## src/rtl/pipelined_control_unit_pkg.sv

```systemverilog
// pipelined_control_unit_pkg: MIPS opcode, funct and ALU-control encodings shared by the decoder and the control pipeline
package pipelined_control_unit_pkg;
  localparam logic [5:0] OP_RTYPE = 6'b000000;
  localparam logic [5:0] OP_LW    = 6'b100011;
  localparam logic [5:0] OP_SW    = 6'b101011;
  localparam logic [5:0] OP_ADDI  = 6'b001000;
  localparam logic [5:0] OP_BEQ   = 6'b000100;
  localparam logic [5:0] OP_J     = 6'b000010;
  localparam logic [5:0] OP_ANDI  = 6'b001100;
  localparam logic [5:0] OP_ORI   = 6'b001101;
  localparam logic [5:0] OP_SLTI  = 6'b001010;
  localparam logic [5:0] OP_BNE   = 6'b000101;
  localparam logic [5:0] FN_ADD   = 6'b100000;
  localparam logic [5:0] FN_SUB   = 6'b100010;
  localparam logic [5:0] FN_AND   = 6'b100100;
  localparam logic [5:0] FN_OR    = 6'b100101;
  localparam logic [5:0] FN_SLT   = 6'b101010;
  typedef enum logic [2:0] {
    ALU_AND = 3'b000,
    ALU_OR  = 3'b001,
    ALU_ADD = 3'b010,
    ALU_SUB = 3'b110,
    ALU_SLT = 3'b111
  } alu_op_e;
endpackage

```

## src/rtl/pipelined_control_unit_if.sv

```systemverilog
// pipelined_control_unit_if: master drives Opcode/Funct/FlushE; slave (control unit) returns D flags, E/M/W control and IllegalSeen/RetiredCnt
interface pipelined_control_unit_if #(
  parameter int OPCODE_W  = 6,
  parameter int FUNCT_W   = 6,
  parameter int ALUCTRL_W = 3,
  parameter int CNT_W     = 32
);
  logic [OPCODE_W-1:0]  Opcode;
  logic [FUNCT_W-1:0]   Funct;
  logic                 FlushE;
  logic                 JumpD;
  logic                 BranchD;
  logic                 BranchNeD;
  logic                 ZeroExtD;
  logic                 IllegalD;
  logic                 RegWriteE;
  logic                 MemtoRegE;
  logic                 MemWriteE;
  logic                 ALUSrcE;
  logic                 RegDstE;
  logic [ALUCTRL_W-1:0] ALUControlE;
  logic                 RegWriteM;
  logic                 MemtoRegM;
  logic                 MemWriteM;
  logic                 RegWriteW;
  logic                 MemtoRegW;
  logic                 IllegalSeen;
  logic [CNT_W-1:0]     RetiredCnt;
  modport master (
    output Opcode, Funct, FlushE,
    input  JumpD, BranchD, BranchNeD, ZeroExtD, IllegalD,
    input  RegWriteE, MemtoRegE, MemWriteE, ALUSrcE, RegDstE, ALUControlE,
    input  RegWriteM, MemtoRegM, MemWriteM, RegWriteW, MemtoRegW,
    input  IllegalSeen, RetiredCnt
  );
  modport slave (
    input  Opcode, Funct, FlushE,
    output JumpD, BranchD, BranchNeD, ZeroExtD, IllegalD,
    output RegWriteE, MemtoRegE, MemWriteE, ALUSrcE, RegDstE, ALUControlE,
    output RegWriteM, MemtoRegM, MemWriteM, RegWriteW, MemtoRegW,
    output IllegalSeen, RetiredCnt
  );
endinterface

```

## src/rtl/pipelined_control_unit_control_decode.sv

```systemverilog
// control_decode: combinational main+ALU decode; opcode_i/funct_i in, D-stage flags plus the valid/control bundle for E out
module control_decode
  import pipelined_control_unit_pkg::*;
#(
  parameter int OPCODE_W  = 6,
  parameter int FUNCT_W   = 6,
  parameter int ALUCTRL_W = 3,
  parameter int EXT_ISA   = 1
) (
  input  logic [OPCODE_W-1:0]  opcode_i,
  input  logic [FUNCT_W-1:0]   funct_i,
  output logic                 jump_o,
  output logic                 branch_o,
  output logic                 branch_ne_o,
  output logic                 zero_ext_o,
  output logic                 illegal_o,
  output logic                 valid_o,
  output logic                 reg_write_o,
  output logic                 mem_to_reg_o,
  output logic                 mem_write_o,
  output logic                 alu_src_o,
  output logic                 reg_dst_o,
  output logic [ALUCTRL_W-1:0] alu_ctrl_o
);
  localparam bit EXT = EXT_ISA != 0;
  logic is_r, is_lw, is_sw, is_addi, is_beq, is_j, is_andi, is_ori, is_slti, is_bne;
  logic fn_sub, fn_and, fn_or, fn_slt, fn_ok;
  logic [2:0] r_alu, alu;
  assign is_r    = opcode_i == OPCODE_W'(OP_RTYPE);
  assign is_lw   = opcode_i == OPCODE_W'(OP_LW);
  assign is_sw   = opcode_i == OPCODE_W'(OP_SW);
  assign is_addi = opcode_i == OPCODE_W'(OP_ADDI);
  assign is_beq  = opcode_i == OPCODE_W'(OP_BEQ);
  assign is_j    = opcode_i == OPCODE_W'(OP_J);
  assign is_andi = EXT && opcode_i == OPCODE_W'(OP_ANDI);
  assign is_ori  = EXT && opcode_i == OPCODE_W'(OP_ORI);
  assign is_slti = EXT && opcode_i == OPCODE_W'(OP_SLTI);
  assign is_bne  = EXT && opcode_i == OPCODE_W'(OP_BNE);
  assign fn_sub  = funct_i == FUNCT_W'(FN_SUB);
  assign fn_and  = funct_i == FUNCT_W'(FN_AND);
  assign fn_or   = funct_i == FUNCT_W'(FN_OR);
  assign fn_slt  = funct_i == FUNCT_W'(FN_SLT);
  assign fn_ok   = fn_sub | fn_and | fn_or | fn_slt | (funct_i == FUNCT_W'(FN_ADD));
  always_comb begin
    r_alu = fn_sub ? ALU_SUB : fn_and ? ALU_AND : fn_or ? ALU_OR : fn_slt ? ALU_SLT : ALU_ADD;
    alu = is_r ? r_alu :
          (is_beq | is_bne) ? ALU_SUB :
          is_andi ? ALU_AND :
          is_ori ? ALU_OR :
          is_slti ? ALU_SLT :
          (is_lw | is_sw | is_addi) ? ALU_ADD : 3'b000;
    valid_o      = is_r | is_lw | is_sw | is_addi | is_beq | is_j | is_andi | is_ori | is_slti | is_bne;
    illegal_o    = !valid_o || (is_r && !fn_ok);
    jump_o       = is_j;
    branch_o     = is_beq;
    branch_ne_o  = is_bne;
    zero_ext_o   = is_andi | is_ori;
    reg_write_o  = is_r | is_lw | is_addi | is_andi | is_ori | is_slti;
    mem_to_reg_o = is_lw;
    mem_write_o  = is_sw;
    alu_src_o    = is_lw | is_sw | is_addi | is_andi | is_ori | is_slti;
    reg_dst_o    = is_r;
    alu_ctrl_o   = ALUCTRL_W'(alu);
  end
endmodule

```

## src/rtl/pipelined_control_unit.sv

```systemverilog
// pipelined_control_unit: D decode feeding E/M/W control registers, sticky IllegalSeen and retired counter; CLK/RST plain, everything else on bus
module pipelined_control_unit
  import pipelined_control_unit_pkg::*;
#(
  parameter int OPCODE_W  = 6,
  parameter int FUNCT_W   = 6,
  parameter int ALUCTRL_W = 3,
  parameter int EXT_ISA   = 1,
  parameter int CNT_W     = 32
) (
  input logic                    CLK,
  input logic                    RST,
  pipelined_control_unit_if.slave bus
);
  localparam int EW = ALUCTRL_W + 6;
  logic dec_valid, dec_rw, dec_m2r, dec_mw, dec_as, dec_rd;
  logic [ALUCTRL_W-1:0] dec_alu;
  logic [EW-1:0] e_d, e_q;
  logic [3:0] m_q;
  logic [2:0] w_q;
  logic [CNT_W-1:0] cnt_d, cnt_q;
  logic seen_d, seen_q;
  control_decode #(
    .OPCODE_W(OPCODE_W), .FUNCT_W(FUNCT_W), .ALUCTRL_W(ALUCTRL_W), .EXT_ISA(EXT_ISA)
  ) u_dec (
    .opcode_i(bus.Opcode), .funct_i(bus.Funct),
    .jump_o(bus.JumpD), .branch_o(bus.BranchD), .branch_ne_o(bus.BranchNeD),
    .zero_ext_o(bus.ZeroExtD), .illegal_o(bus.IllegalD),
    .valid_o(dec_valid), .reg_write_o(dec_rw), .mem_to_reg_o(dec_m2r),
    .mem_write_o(dec_mw), .alu_src_o(dec_as), .reg_dst_o(dec_rd), .alu_ctrl_o(dec_alu)
  );
  always_comb begin
    e_d    = bus.FlushE ? '0 : {dec_valid, dec_rw, dec_m2r, dec_mw, dec_as, dec_rd, dec_alu};
    cnt_d  = cnt_q + CNT_W'(w_q[2]);
    seen_d = seen_q | (bus.IllegalD & ~bus.FlushE);
  end
  always_ff @(posedge CLK or negedge RST) begin
    if (!RST) begin
      e_q    <= '0;
      m_q    <= '0;
      w_q    <= '0;
      cnt_q  <= '0;
      seen_q <= 1'b0;
    end else begin
      e_q    <= e_d;
      m_q    <= e_q[EW-1 -: 4];
      w_q    <= m_q[3:1];
      cnt_q  <= cnt_d;
      seen_q <= seen_d;
    end
  end
  assign {bus.RegWriteE, bus.MemtoRegE, bus.MemWriteE, bus.ALUSrcE, bus.RegDstE, bus.ALUControlE} = e_q[EW-2:0];
  assign {bus.RegWriteM, bus.MemtoRegM, bus.MemWriteM} = m_q[2:0];
  assign {bus.RegWriteW, bus.MemtoRegW} = w_q[1:0];
  assign bus.IllegalSeen = seen_q;
  assign bus.RetiredCnt  = cnt_q;
endmodule

```

## src/flat_wrapper.sv

```systemverilog
// flat-port wrapper written by rule: the top's interface ports become plain ports
module pipelined_control_unit_flat import pipelined_control_unit_pkg::*;
#(
  parameter int OPCODE_W  = 6,
  parameter int FUNCT_W   = 6,
  parameter int ALUCTRL_W = 3,
  parameter int EXT_ISA   = 1,
  parameter int CNT_W     = 32
)
  (CLK, RST, bus_Opcode, bus_Funct, bus_FlushE, bus_JumpD, bus_BranchD, bus_BranchNeD, bus_ZeroExtD, bus_IllegalD, bus_RegWriteE, bus_MemtoRegE, bus_MemWriteE, bus_ALUSrcE, bus_RegDstE, bus_ALUControlE, bus_RegWriteM, bus_MemtoRegM, bus_MemWriteM, bus_RegWriteW, bus_MemtoRegW, bus_IllegalSeen, bus_RetiredCnt);
  pipelined_control_unit_if #(.OPCODE_W(OPCODE_W), .FUNCT_W(FUNCT_W), .ALUCTRL_W(ALUCTRL_W), .CNT_W(CNT_W)) bus_i ();
  input logic CLK;
  input logic RST;
  input wire logic [$bits(bus_i.Opcode)-1:0] bus_Opcode;
  input wire logic [$bits(bus_i.Funct)-1:0] bus_Funct;
  input wire logic [$bits(bus_i.FlushE)-1:0] bus_FlushE;
  output wire logic [$bits(bus_i.JumpD)-1:0] bus_JumpD;
  output wire logic [$bits(bus_i.BranchD)-1:0] bus_BranchD;
  output wire logic [$bits(bus_i.BranchNeD)-1:0] bus_BranchNeD;
  output wire logic [$bits(bus_i.ZeroExtD)-1:0] bus_ZeroExtD;
  output wire logic [$bits(bus_i.IllegalD)-1:0] bus_IllegalD;
  output wire logic [$bits(bus_i.RegWriteE)-1:0] bus_RegWriteE;
  output wire logic [$bits(bus_i.MemtoRegE)-1:0] bus_MemtoRegE;
  output wire logic [$bits(bus_i.MemWriteE)-1:0] bus_MemWriteE;
  output wire logic [$bits(bus_i.ALUSrcE)-1:0] bus_ALUSrcE;
  output wire logic [$bits(bus_i.RegDstE)-1:0] bus_RegDstE;
  output wire logic [$bits(bus_i.ALUControlE)-1:0] bus_ALUControlE;
  output wire logic [$bits(bus_i.RegWriteM)-1:0] bus_RegWriteM;
  output wire logic [$bits(bus_i.MemtoRegM)-1:0] bus_MemtoRegM;
  output wire logic [$bits(bus_i.MemWriteM)-1:0] bus_MemWriteM;
  output wire logic [$bits(bus_i.RegWriteW)-1:0] bus_RegWriteW;
  output wire logic [$bits(bus_i.MemtoRegW)-1:0] bus_MemtoRegW;
  output wire logic [$bits(bus_i.IllegalSeen)-1:0] bus_IllegalSeen;
  output wire logic [$bits(bus_i.RetiredCnt)-1:0] bus_RetiredCnt;
  assign bus_i.Opcode = bus_Opcode;
  assign bus_i.Funct = bus_Funct;
  assign bus_i.FlushE = bus_FlushE;
  assign bus_JumpD = bus_i.JumpD;
  assign bus_BranchD = bus_i.BranchD;
  assign bus_BranchNeD = bus_i.BranchNeD;
  assign bus_ZeroExtD = bus_i.ZeroExtD;
  assign bus_IllegalD = bus_i.IllegalD;
  assign bus_RegWriteE = bus_i.RegWriteE;
  assign bus_MemtoRegE = bus_i.MemtoRegE;
  assign bus_MemWriteE = bus_i.MemWriteE;
  assign bus_ALUSrcE = bus_i.ALUSrcE;
  assign bus_RegDstE = bus_i.RegDstE;
  assign bus_ALUControlE = bus_i.ALUControlE;
  assign bus_RegWriteM = bus_i.RegWriteM;
  assign bus_MemtoRegM = bus_i.MemtoRegM;
  assign bus_MemWriteM = bus_i.MemWriteM;
  assign bus_RegWriteW = bus_i.RegWriteW;
  assign bus_MemtoRegW = bus_i.MemtoRegW;
  assign bus_IllegalSeen = bus_i.IllegalSeen;
  assign bus_RetiredCnt = bus_i.RetiredCnt;
  pipelined_control_unit #(.OPCODE_W(OPCODE_W), .FUNCT_W(FUNCT_W), .ALUCTRL_W(ALUCTRL_W), .EXT_ISA(EXT_ISA), .CNT_W(CNT_W)) u_core (.CLK(CLK), .RST(RST), .bus(bus_i));
endmodule
```

## config.mk

```make
export PLATFORM = sky130hd
export DESIGN_NAME = pipelined_control_unit_flat
export DESIGN_NICKNAME = d
export VERILOG_FILES = /design/src/rtl/pipelined_control_unit_pkg.sv /design/src/rtl/pipelined_control_unit_if.sv /design/src/rtl/pipelined_control_unit_control_decode.sv /design/src/rtl/pipelined_control_unit.sv /design/src/flat_wrapper.sv
export SDC_FILE = /design/constraint.sdc
export NUM_CORES = 1
export LEC_CHECK = 0
export ABC_AREA = 1
export CORE_MARGIN = 4
export CORE_UTILIZATION = 25
export DETAILED_ROUTE_END_ITERATION = 6
export GPL_TIMING_DRIVEN = 1
export PLACE_DENSITY = 0.5
export SETUP_SLACK_MARGIN = 0.02
export SLEW_MARGIN = 15
export SYNTH_ARGS = -nofsm -noshare
export SYNTH_HDL_FRONTEND = slang
export SYNTH_SLANG_ARGS = --single-unit
```

## constraint.sdc

```tcl
create_clock -name CLK -period 1.6 [get_ports CLK]
set_input_delay 0.48 -clock CLK [delete_from_list [all_inputs] [get_ports CLK]]
set_output_delay 0.48 -clock CLK [all_outputs]
set_load 0.01 [all_outputs]
```

==> results of run 1 <==
## registers in the layout, summed over array words and instances, names as in the netlist
| name | cells |
|---|---|
| u_core.bus.IllegalSeen | 1 |
| u_core.m_q | 4 |
| u_core.e_q | 9 |
| u_core.bus.RetiredCnt | 32 |
| u_core.w_q | 3 |
## per-layer routing
layer / part of all wire (%) / vias up
met5: 0 / -
met4: 1.5 / 0
met3: 6.8 / 14
met2: 51 / 65
met1: 40 / 1196
li1: - / 1285
## Yosys cell counts, drive strengths merged
cell	count
and3	1
nand4	2
a211oi	1
dfrtp	49
xor2	21
nand3	20
clkbuf	1
nor3b	1
nand3b	2
nand2	80
a21oi	1
xnor2	7
o21ai	2
ha	2
buf	3
inv	35
a41oi	1
nor2	63
nor3	16
## cells in the final DEF (no fill, tap or decap), drive strengths merged
master	synthesis	final
a211oi	1	1
a21oi	1	1
a41oi	1	1
and3	1	1
buf	3	111
clkbuf	1	7
clkdlybuf4s15	0	1
clkdlybuf4s50	0	1
clkinvlp	0	2
dfrtp	49	49
dlygate4sd2	0	44
ha	2	2
inv	35	35
nand2	80	80
nand3	20	20
nand3b	2	2
nand4	2	2
nor2	63	63
nor3	16	16
nor3b	1	1
o21ai	2	2
xnor2	7	7
xor2	21	21
## cell families (layout without fill, tap and decap cells)
group,after synthesis,in the layout
adders and majority gates,2,2
AOI/OAI and AO/OA,5,5
and+or+nand+nor,185,185
xor gates and xnor gates,28,28
buffers and inverters,39,201
DFF,49,49
## report_power, final
part,switching [W],internal (W),leakage (nW)
clock network,0.000435,0.000309,0.0374
registers,0.0000467,0.00130,0.670
logic,0.000302,0.000310,1.57
total,0.000784,0.00192,2.27
## stage by stage
stage | hold slack (ns) | TNS [ns]
2_1_floorplan | 0.184 | -0.0730
3_3_place_gp | 0.338 | -7.15
3_5_place_dp | 0.350 | -7.23
4_1_cts | 0.142 | -1.19
5_1_grt | 0.153 | -1.00
6_report | 0.134 | -0.789
## worst paths after layout
check,startpoint,end,slack [ns]
max,bus_Opcode[5],bus_IllegalD,-0.26
max in group asynchronous,RST,u_core.w_q[0],1.23
min,RST,u_core.bus.RetiredCnt[10],0.13
min reg2reg,u_core.e_q[8],u_core.m_q[3],0.37
min in group CLK,u_core.e_q[8],u_core.m_q[3],0.37
max reg2reg,u_core.bus.RetiredCnt[0],u_core.bus.RetiredCnt[5],0.06
## what timing repair did
item | CTS | global route
gates cloned | 0 | 0
setup endpoints to repair | 57 | 26
buffers inserted | 43 | 16
gates resized for setup | 151 | 96
pin swaps | 21 | 39
## final cells by class
cell class / instances / area (sq um)
clock buffer: 6 / 72.6
inverter: 35 / 139
sequential: 49 / 1230
tap: 133 / 166
fill: 971 / 5350
timing repair buffer: 158 / 1360
multi-input combinational: 220 / 1540
clock inverter: 2 / 15.0
==> qor.csv, run 1 <==
metric;value;unit
outcome;finished with violations;
violations;setup timing;
clk_pin_slew_worst_paths;0.10;ns
grt_remaining_overflow;0;
worstSetupPathType;in2out;
p_leak;2.27;nW
initial_core_util;26.0;%
yosys.area_share.simple;33.6;%
relSlewSlack;80.0;%
gp_congestion;0.855;
hold_viol;0;
cts_root_buf;clkbuf_8;
final_util;45.8;%
grt_max_degree;50;
grt_antenna_before_repair;0;
crit_required;1.12;ns
synth.top_cell.area_share;47.9;%
max_freq;539;MHz
place_hpwl;5450;um
core-area;9860;sq um
rsz0062_at_grt;true;
grt_pass1_vias;2783;
syn-cell-area;2560;sq um
diodes;0;
syn_nets;325;
via_per_inst;4.25;
final_cells;603;
route.vias.total;2560;
finalMaxSlewViolations;0;
post-place-ws;-1.13;ns
critPathMaxFanout;8;
cp-end-kind;primary output;
rows;36;
cts_max_level;2;
met3_usage;3.79;%
cts_inserted_buffers;5;
cp.arrival;1.38;ns
hold_path_class;in2async;
nets;486;
post-route-period-util;116;%
critical_path.top_delay_family;simple AND/OR/NAND/NOR gates;
setup_slack;-0.255;ns
synthAdderAreaFrac;0.977;%
synthXorXnorAreaFrac;10.2;%
yosysSeqAreaShare;47.9;%
top_level_ports;66;
cap_violations;0;
fin_skew;0.0127;ns
grt_usage;13.8;%
yosysTopAreaCell;dfrtp_1;
synthTopCellsByArea;dfrtp_1 (48%), nand2_1 (11%), nor2_1 (8.1%);
synth_compound_area_share;1.22;%
dieArea;11900;sq um
reg2regPathDepth;8;
syn_to_final_growth;76.4;%
drt_iter0_drc;55;
clockBufferDepth;2;
yosysUniqueCellTypes;28;
avgSynthCellArea;8.32;sq um
layout-drive-gt1-share;43.2;%
first_pass_iters;4;
ir_worst_vdd;0.325;mV
top_usage_layer;met2;
drt_drc_violations_left;0;
path_cells;buf_6 -> nor2_4 -> buf_12 -> nand3_4 -> nand2_4 -> nor2_4 -> nand2_2 -> nand2_2 -> buf_6;
ys_ff_latch;49;
fp.dieW;109;um
holdBufCountCts;0;
wl_per_cell;13.0;um
period_minus_slack;1.86;ns
clk-insertion-delay-late;0.31;ns
synthCells;308;
postPlaceCellArea;3720;sq um
cts_tree;built;
met1_usage;15.1;%
finalWirelength;7870;um
clkSinkCount;49;
placedCellCount;546;
slowest_delay;0.17;ns
synth_mux_area_share;0;%
tightest_slew;0.298;ns
grt_pass1_wl;13000;um
cp.depth;9;
critPathSlowestCell;buf_12;
yosys_warnings;0;
fin_area;4520;sq um
cp_num_buf_inv;3;
setup_viol;5;
powerDensity;597;nW/um^2
fp.dieH;109;um
postRouteAntennaNets;0;
total_power;0.00270;W
io_buffers;65;
synth_top_family_by_area;simple AND/OR/NAND/NOR gates;
grtUsageMet2;26.1;%
start_kind;input pin;
(Power assumes the default switching activity.)
==> run 2: changes to the inputs <==
--- a/config.mk
+++ b/config.mk
@@ -12,7 +12,7 @@
 export GPL_TIMING_DRIVEN = 1
 export PLACE_DENSITY = 0.5
 export SETUP_SLACK_MARGIN = 0.02
-export SLEW_MARGIN = 15
+export SLEW_MARGIN = 25
 export SYNTH_ARGS = -nofsm -noshare
 export SYNTH_HDL_FRONTEND = slang
 export SYNTH_SLANG_ARGS = --single-unit
==> results of run 2 <==
Final layout, timing and power as in run 1 (identical DEF).
